File: config.mk
export PLATFORM = sky130hd
export DESIGN_NAME = atm_transaction_ctrl
export DESIGN_NICKNAME = d
export VERILOG_FILES = /design/src/rtl/atm_transaction_ctrl.sv
export SDC_FILE = /design/constraint.sdc
export NUM_CORES = 1
export LEC_CHECK = 0
export BUFFER_PORTS_ARGS = -buffer_cell sky130_fd_sc_hd__buf_2
export CAP_MARGIN = 40
export CELL_PAD_IN_SITES_DETAIL_PLACEMENT = 1
export CELL_PAD_IN_SITES_GLOBAL_PLACEMENT = 2
export CORE_AREA = 4 4 127 129
export CTS_CLUSTER_SIZE = 12
export DETAILED_ROUTE_END_ITERATION = 8
export DIE_AREA = 0 0 131 133
export GPL_TIMING_DRIVEN = 0
export PLACE_DENSITY_LB_ADDON = 0.1
export SLEW_MARGIN = 20
export SYNTH_ARGS = -nofsm -noshare
export SYNTH_HDL_FRONTEND = slang
export SYNTH_SLANG_ARGS = --single-unit
export TNS_END_PERCENT = 10
File: constraint.sdc
create_clock -name clk -period 4 [get_ports clk]
set_input_delay 0.2 -clock clk [delete_from_list [all_inputs] [get_ports clk]]
set_output_delay 0.2 -clock clk [all_outputs]
set_load 0.005 [all_outputs]
File: src/rtl/atm_transaction_ctrl.sv
// rtl/atm_transaction_ctrl.sv - ATM card-session controller: PIN retries, balance operations, inactivity timeout, card retention
module atm_transaction_ctrl #(
  parameter int balance_width  = 20,
  parameter int max_tries      = 3,
  parameter int timeout_cycles = 15,
  parameter int timer_width    = 4
) (
  input  logic                     clk,
  input  logic                     rst,
  input  logic                     card_in,
  input  logic                     psw_valid,
  input  logic                     wrong_psw,
  input  logic [balance_width-1:0] balance,
  input  logic                     op_valid,
  input  logic [1:0]               op_code,
  input  logic [balance_width-1:0] amount,
  output logic                     op_done,
  output logic [balance_width-1:0] updated_balance,
  output logic [balance_width-1:0] balance_out,
  output logic                     insufficient,
  output logic                     overflow_err,
  output logic                     timeout,
  output logic                     card_retain
);

  localparam int TRY_W = $clog2(max_tries + 1);
  localparam logic [TRY_W-1:0]       TRY_LIMIT = TRY_W'(max_tries);
  localparam logic [timer_width-1:0] TIMER_END = timer_width'(timeout_cycles - 1);

  localparam logic [1:0] OP_INQUIRY  = 2'b00;
  localparam logic [1:0] OP_WITHDRAW = 2'b01;
  localparam logic [1:0] OP_DEPOSIT  = 2'b10;
  localparam logic [1:0] OP_EXIT     = 2'b11;

  typedef enum logic [2:0] {
    S_IDLE,
    S_AUTH,
    S_CHECK,
    S_MENU,
    S_EXEC,
    S_SETTLE,
    S_RETAIN
  } state_t;

  state_t                   state_q, state_d;
  logic [TRY_W-1:0]         tries_q, tries_d;
  logic [timer_width-1:0]   timer_q, timer_d;
  logic [1:0]               op_code_q, op_code_d;
  logic [balance_width-1:0] amount_q, amount_d;
  logic                     op_done_q, op_done_d;
  logic [balance_width-1:0] upd_bal_q, upd_bal_d;
  logic [balance_width-1:0] bal_out_q, bal_out_d;
  logic                     insuff_q, insuff_d;
  logic                     ovf_q, ovf_d;
  logic                     timeout_q, timeout_d;
  logic                     retain_q, retain_d;

  // One extra bit so a deposit that does not fit shows up as a carry
  logic [balance_width:0]   dep_sum;
  assign dep_sum = {1'b0, balance} + {1'b0, amount_q};

  // Next-state and next-output logic for the whole session
  always_comb begin
    state_d   = state_q;
    tries_d   = tries_q;
    timer_d   = timer_q;
    op_code_d = op_code_q;
    amount_d  = amount_q;
    op_done_d = 1'b0;
    upd_bal_d = upd_bal_q;
    bal_out_d = bal_out_q;
    insuff_d  = insuff_q;
    ovf_d     = ovf_q;
    timeout_d = 1'b0;
    retain_d  = retain_q;

    case (state_q)
      S_IDLE: begin
        timer_d = '0;
        if (card_in) begin
          state_d   = S_AUTH;
          tries_d   = '0;
          upd_bal_d = '0;
          bal_out_d = '0;
        end
      end

      S_AUTH: begin
        if (!card_in) begin
          state_d = S_IDLE;
        end else if (psw_valid) begin
          state_d = S_CHECK;
          timer_d = '0;
        end else if (timer_q == TIMER_END) begin
          state_d   = S_IDLE;
          timeout_d = 1'b1;
        end else begin
          timer_d = timer_q + timer_width'(1);
        end
      end

      S_CHECK: begin
        timer_d = '0;
        if (!card_in) begin
          state_d = S_IDLE;
        end else if (!wrong_psw) begin
          state_d = S_MENU;
        end else begin
          tries_d = tries_q + TRY_W'(1);
          if (tries_d == TRY_LIMIT) begin
            state_d  = S_RETAIN;
            retain_d = 1'b1;
          end else begin
            state_d = S_AUTH;
          end
        end
      end

      S_MENU: begin
        if (!card_in) begin
          state_d = S_IDLE;
        end else if (op_valid) begin
          timer_d = '0;
          if (op_code == OP_EXIT) begin
            state_d = S_IDLE;
          end else begin
            state_d   = S_EXEC;
            op_code_d = op_code;
            amount_d  = amount;
          end
        end else if (timer_q == TIMER_END) begin
          state_d   = S_IDLE;
          timeout_d = 1'b1;
        end else begin
          timer_d = timer_q + timer_width'(1);
        end
      end

      // The operation is committed even if the card leaves in this cycle
      S_EXEC: begin
        op_done_d = 1'b1;
        insuff_d  = 1'b0;
        ovf_d     = 1'b0;
        upd_bal_d = balance;
        case (op_code_q)
          OP_WITHDRAW: begin
            if (amount_q > balance) insuff_d  = 1'b1;
            else                    upd_bal_d = balance - amount_q;
          end
          OP_DEPOSIT: begin
            if (dep_sum[balance_width]) ovf_d     = 1'b1;
            else                        upd_bal_d = dep_sum[balance_width-1:0];
          end
          default: upd_bal_d = balance;
        endcase
        bal_out_d = upd_bal_d;
        state_d   = card_in ? S_SETTLE : S_IDLE;
      end

      // Gives the card handler a cycle to apply the committed balance
      S_SETTLE: begin
        timer_d = '0;
        state_d = card_in ? S_MENU : S_IDLE;
      end

      S_RETAIN: begin
        if (!card_in) state_d = S_IDLE;
      end

      default: state_d = S_IDLE;
    endcase

    // Returning to IDLE ends the session: drop error flags and retention
    if (state_d == S_IDLE && state_q != S_IDLE) begin
      insuff_d = 1'b0;
      ovf_d    = 1'b0;
      retain_d = 1'b0;
      timer_d  = '0;
    end
  end

  // State and output registers with synchronous active-low reset
  always_ff @(posedge clk) begin
    if (!rst) begin
      state_q   <= S_IDLE;
      tries_q   <= '0;
      timer_q   <= '0;
      op_code_q <= '0;
      amount_q  <= '0;
      op_done_q <= 1'b0;
      upd_bal_q <= '0;
      bal_out_q <= '0;
      insuff_q  <= 1'b0;
      ovf_q     <= 1'b0;
      timeout_q <= 1'b0;
      retain_q  <= 1'b0;
    end else begin
      state_q   <= state_d;
      tries_q   <= tries_d;
      timer_q   <= timer_d;
      op_code_q <= op_code_d;
      amount_q  <= amount_d;
      op_done_q <= op_done_d;
      upd_bal_q <= upd_bal_d;
      bal_out_q <= bal_out_d;
      insuff_q  <= insuff_d;
      ovf_q     <= ovf_d;
      timeout_q <= timeout_d;
      retain_q  <= retain_d;
    end
  end

  assign op_done         = op_done_q;
  assign updated_balance = upd_bal_q;
  assign balance_out     = bal_out_q;
  assign insufficient    = insuff_q;
  assign overflow_err    = ovf_q;
  assign timeout         = timeout_q;
  assign card_retain     = retain_q;

endmodule

==> results.txt <==
----------------------------------------------------
[Power]
  Combinational Power Share ... 18.5%
  Share of power burned in registers ... 41.4%
  Power density over the cells ... 224 nW/µm²
  Internal power of the cells ... 970 µW
  Worst supply voltage drop on vdd ... 0.160 mV
  Static leakage power ... 2.52 nW
  Switching share of power ... 28.3%
  Share of total power in the clock network ... 40.1%
  Net Sw Power ... 383 µW
  Total power ... 1.35 mW

[Global route]
  Total grt overflow ... 0
  Antenna violations before repair ... 0
  Maximum number of pins on one net before global-route repair ... 18
  Global-route wire length before repair ... 28.1 mm
  Number of global-route vias before repair ... 5209
  Overall track demand over capacity in global routing ... 20.6%

[Worst hold path]
  Worst Hold Depth ... 3
  Hold Crit Class ... input pin to flip-flop
  End point of the most critical hold path ... amount_q[16]
  Hold path startpoint ... amount[16]

[Floorplanning]
  Placeable Area ... 15000 µm²
  Floorplan die area ... 17400 µm²
  Rows ... 45
  Ports placed on the boundary ... 93
  Die height ... 133 µm
  Initial standard-cell utilization of the core ... 34.2%
  Horiz. Die Dim ... 131 µm

[Placement]
  Number of buffer cells added on primary ports ... 92
  Minimum setup slack after placement ... 335 ps
  HPWL after DPL ... 14.8 mm
  Routability-driven placement congestion ratio ... 0.848

[Yosys]
  Net count after synthesis ... 774
  Arithmetic-cell share of the synthesized area counting full adders, half adders and majority gates ... 11.7%
  Share of flip-flops with an asynchronous set or reset ... 0%
  Fraction of synthesized area in multiplexers ... 1.83%
  Synth Area in Compound Gates ... 27.4%
  Xor and xnor area share after synthesis ... 5.63%
  Post-synth EDFFs ... 0
  Combinational family with the most area after synthesis ... compound AO/OA/AOI/OAI gates
  Total of warnings raised by yosys ... 0
  Sequential cell area fraction in the yosys report ... 21.8%
  Simple logic cell fraction of the synthesized area ... 21.3%
  Post-synth design cell area ... 5130 µm²
  #FFs+latches synth ... 56
  Primary FF master, synth ... dfxtp_1
  Distinct cell type count after synthesis ... 77
  Post-Synthesis Cells ... 679
  Synthesized area per cell ... 7.56 µm²

[Routing]
  Avg WL per Cell ... 18.5 µm
  Routed WL ... 17.9 mm
  Via-per-instance ratio ... 5.34
  Drt pass-1 iters ... 4
  Count of antenna-violating nets left after detailed routing ... 0
  First-iteration detailed-routing DRC count ... 261
  # DRC ... 0
  Via count ... 5178

[Job]
  Maximum capacitance violations ... 0

[Timing]
  Slew @ Worst Pin ... 762 ps
  Final hold violation count ... 0
  Final sum of negative setup slack ... 0 ps
  Worst relative slew slack ... 48.7%
  Maximum clock frequency ... 271 MHz
  Count of pins over their slew limit ... 0
  Ratio of final minimum period to clock period ... 92.1%
  Final number of setup-violating endpoints ... 0
  Setup repair after global routing missed its margin ... no
  Clock Skew ... 13.7 ps
  Minimum setup slack in the final design ... 316 ps
  Min Clock Period, post-route ... 3680 ps

[Cells and area]
  Ratio of cells with drive above 1 in the final layout ... 20.7%
  Layout overhead on the synthesized area ... 17.4%
  Antenna diode count ... 0
  Net total in the final layout ... 876
  Most frequent cells in the layout ... buf_2, nand2_1, dfxtp_1
  Leading cell type in the layout, fill and taps excluded ... buf_2

[Clock network]
  Number of H-tree branching levels ... 2
  CTS clock-pin slew for the worst setup and hold paths ... 80 ps
  Number of buffers on the longest clock path ... 2
  CTS sink count ... 56
  TritonCTS Buffers ... 5
  CTS Hold Buffers Added ... 0
  Clock tree from TritonCTS ... yes
  Clock latency at the later pin of the worst-skew pair ... 310 ps
  CTS resizes ... 0
  Setup bufs post-CTS ... 0
  Clock root cell ... clkbuf_16

[Setup path]
  Crit path launch type ... flip-flop
  Data required, critical path ... 4260 ps
  Data arrival, critical path ... 3940 ps
  Largest fanout on the critical path ... 10
  Launch point of the worst reg-to-reg path ... amount_q[0]
  Slack of the worst reg-to-reg path ... 320 ps
  Depth of the most critical reg-to-reg path ... 11
  Type of the worst setup path ... flip-flop to flip-flop
  Reg2Reg Capture Point ... balance_out[13]
  Element type at the critical path end ... flip-flop

[Status]
  Outcome ... finished, final reports clean

----------------------------------------------------
## flip-flops by register name, indices dropped and copies added (netlist names)
name and cells:
amount_q 20, balance_out 20, timer_q 4, state_q 3, op_code_q 2, tries_q 2
card_retain 1, insufficient 1, op_done 1, overflow_err 1, timeout 1
## worst max-delay path, cell delays in order (launching register included)
cell     delay (ps)
dfxtp_1         380
ha_1            240
fa_1            430
nor2b_1         200
o31a_1          240
o21ai_1         200
a22oi_1         480
a31oi_2         340
buf_6           260
nor3_2          510
nand3_1         220
nand4_1         130
## kinds of logic (layout without fill, tap and decap cells)
kind of cell / Yosys count / in the layout
AOI/OAI and AO/OA: 203 / 203
buffers and inverters: 102 / 205
xor gates and xnor gates: 33 / 33
DFF: 56 / 56
adders and majority gates: 47 / 47
and+or+nand+nor: 230 / 230
muxes: 8 / 8
## cell type report
cell class	instances	area [µm²]
Buffer	53	342
Clock buffer	6	139
Clock inverter	2	38.8
Fill cell	1919	9000
Inverter	49	184
Multi-Input combinational cell	521	3490
Sequential cell	56	1120
Tap cell	188	235
Timing Repair Buffer	95	477
## metrics by stage
step / util [%] / instance area [µm²] / instances / hold slack (ps)
5_1_grt: 40.1 / 6030 / 970 / 134
6_report: 40.1 / 6030 / 970 / 122
2_1_floorplan: - / 5130 / 679 / 311
3_5_place_dp: 38.9 / 5840 / 960 / 460
4_1_cts: 40.0 / 6020 / 968 / 118
3_3_place_gp: 38.8 / 5830 / 959 / 444
## power by group through the flow
stage / sequential [mW] / clock, mW / combinational, mW
finish: 0.560 / 0.543 / 0.251
global route: 0.560 / 0.575 / 0.278
CTS: 0.560 / 0.557 / 0.249
detailed placement: 0.573 / 0 / 0.248
global placement: 0.573 / 0 / 0.242
floorplan: 0.572 / 0 / 0.154
## routing by layer
layer	vias to the layer above	wire, µm	track usage, %
li1	2572	-	-
met1	2464	8730	29.1
met2	117	7880	31.5
met3	25	991	3.92
met4	0	329	6.17
met5	-	0	0
## Yosys cell counts, types with 3 or more instances
cell / n / area, µm²
nand2_1: 98 / 368
a211oi_1: 5 / 37.5
a41oi_1: 3 / 26.3
mux2_2: 3 / 33.8
o221ai_1: 7 / 61.3
nor2_1: 41 / 154
and3_1: 4 / 25.0
o21bai_1: 3 / 22.5
inv_1: 48 / 180
nand2b_1: 8 / 50.1
a221o_1: 4 / 40.0
a22oi_1: 7 / 52.6
xnor2_1: 31 / 272
a21oi_1: 49 / 245
a211o_1: 3 / 26.3
mux2i_1: 3 / 30.0
nand3_1: 19 / 95.1
nor2b_1: 10 / 62.6
buf_6: 6 / 67.6
dfxtp_1: 56 / 1120
and2_1: 10 / 62.6
ha_1: 45 / 563
nor3_1: 14 / 70.1
o21ai_1: 5 / 25.0
buf_2: 7 / 35.0
a21boi_0: 24 / 180
a21o_1: 3 / 22.5
o211ai_1: 13 / 97.6
nor4_1: 3 / 18.8
clkbuf_1: 17 / 63.8
or3_1: 6 / 37.5
a31oi_1: 4 / 25.0
o31ai_1: 3 / 22.5
o21a_1: 5 / 37.5
o21ai_0: 38 / 190
buf_4: 21 / 158
## worst max-delay path by stage
stage	from	to	slack, ps
floorplan	amount_q[6]	balance_out[19]	1280
global placement	balance[0]	balance_out[13]	470
detailed placement	amount_q[0]	balance_out[13]	330
CTS	amount_q[0]	balance_out[13]	350
global route	amount_q[0]	balance_out[15]	140
finish	amount_q[0]	balance_out[13]	320
Note: power is estimated with default switching activity, not from simulation.
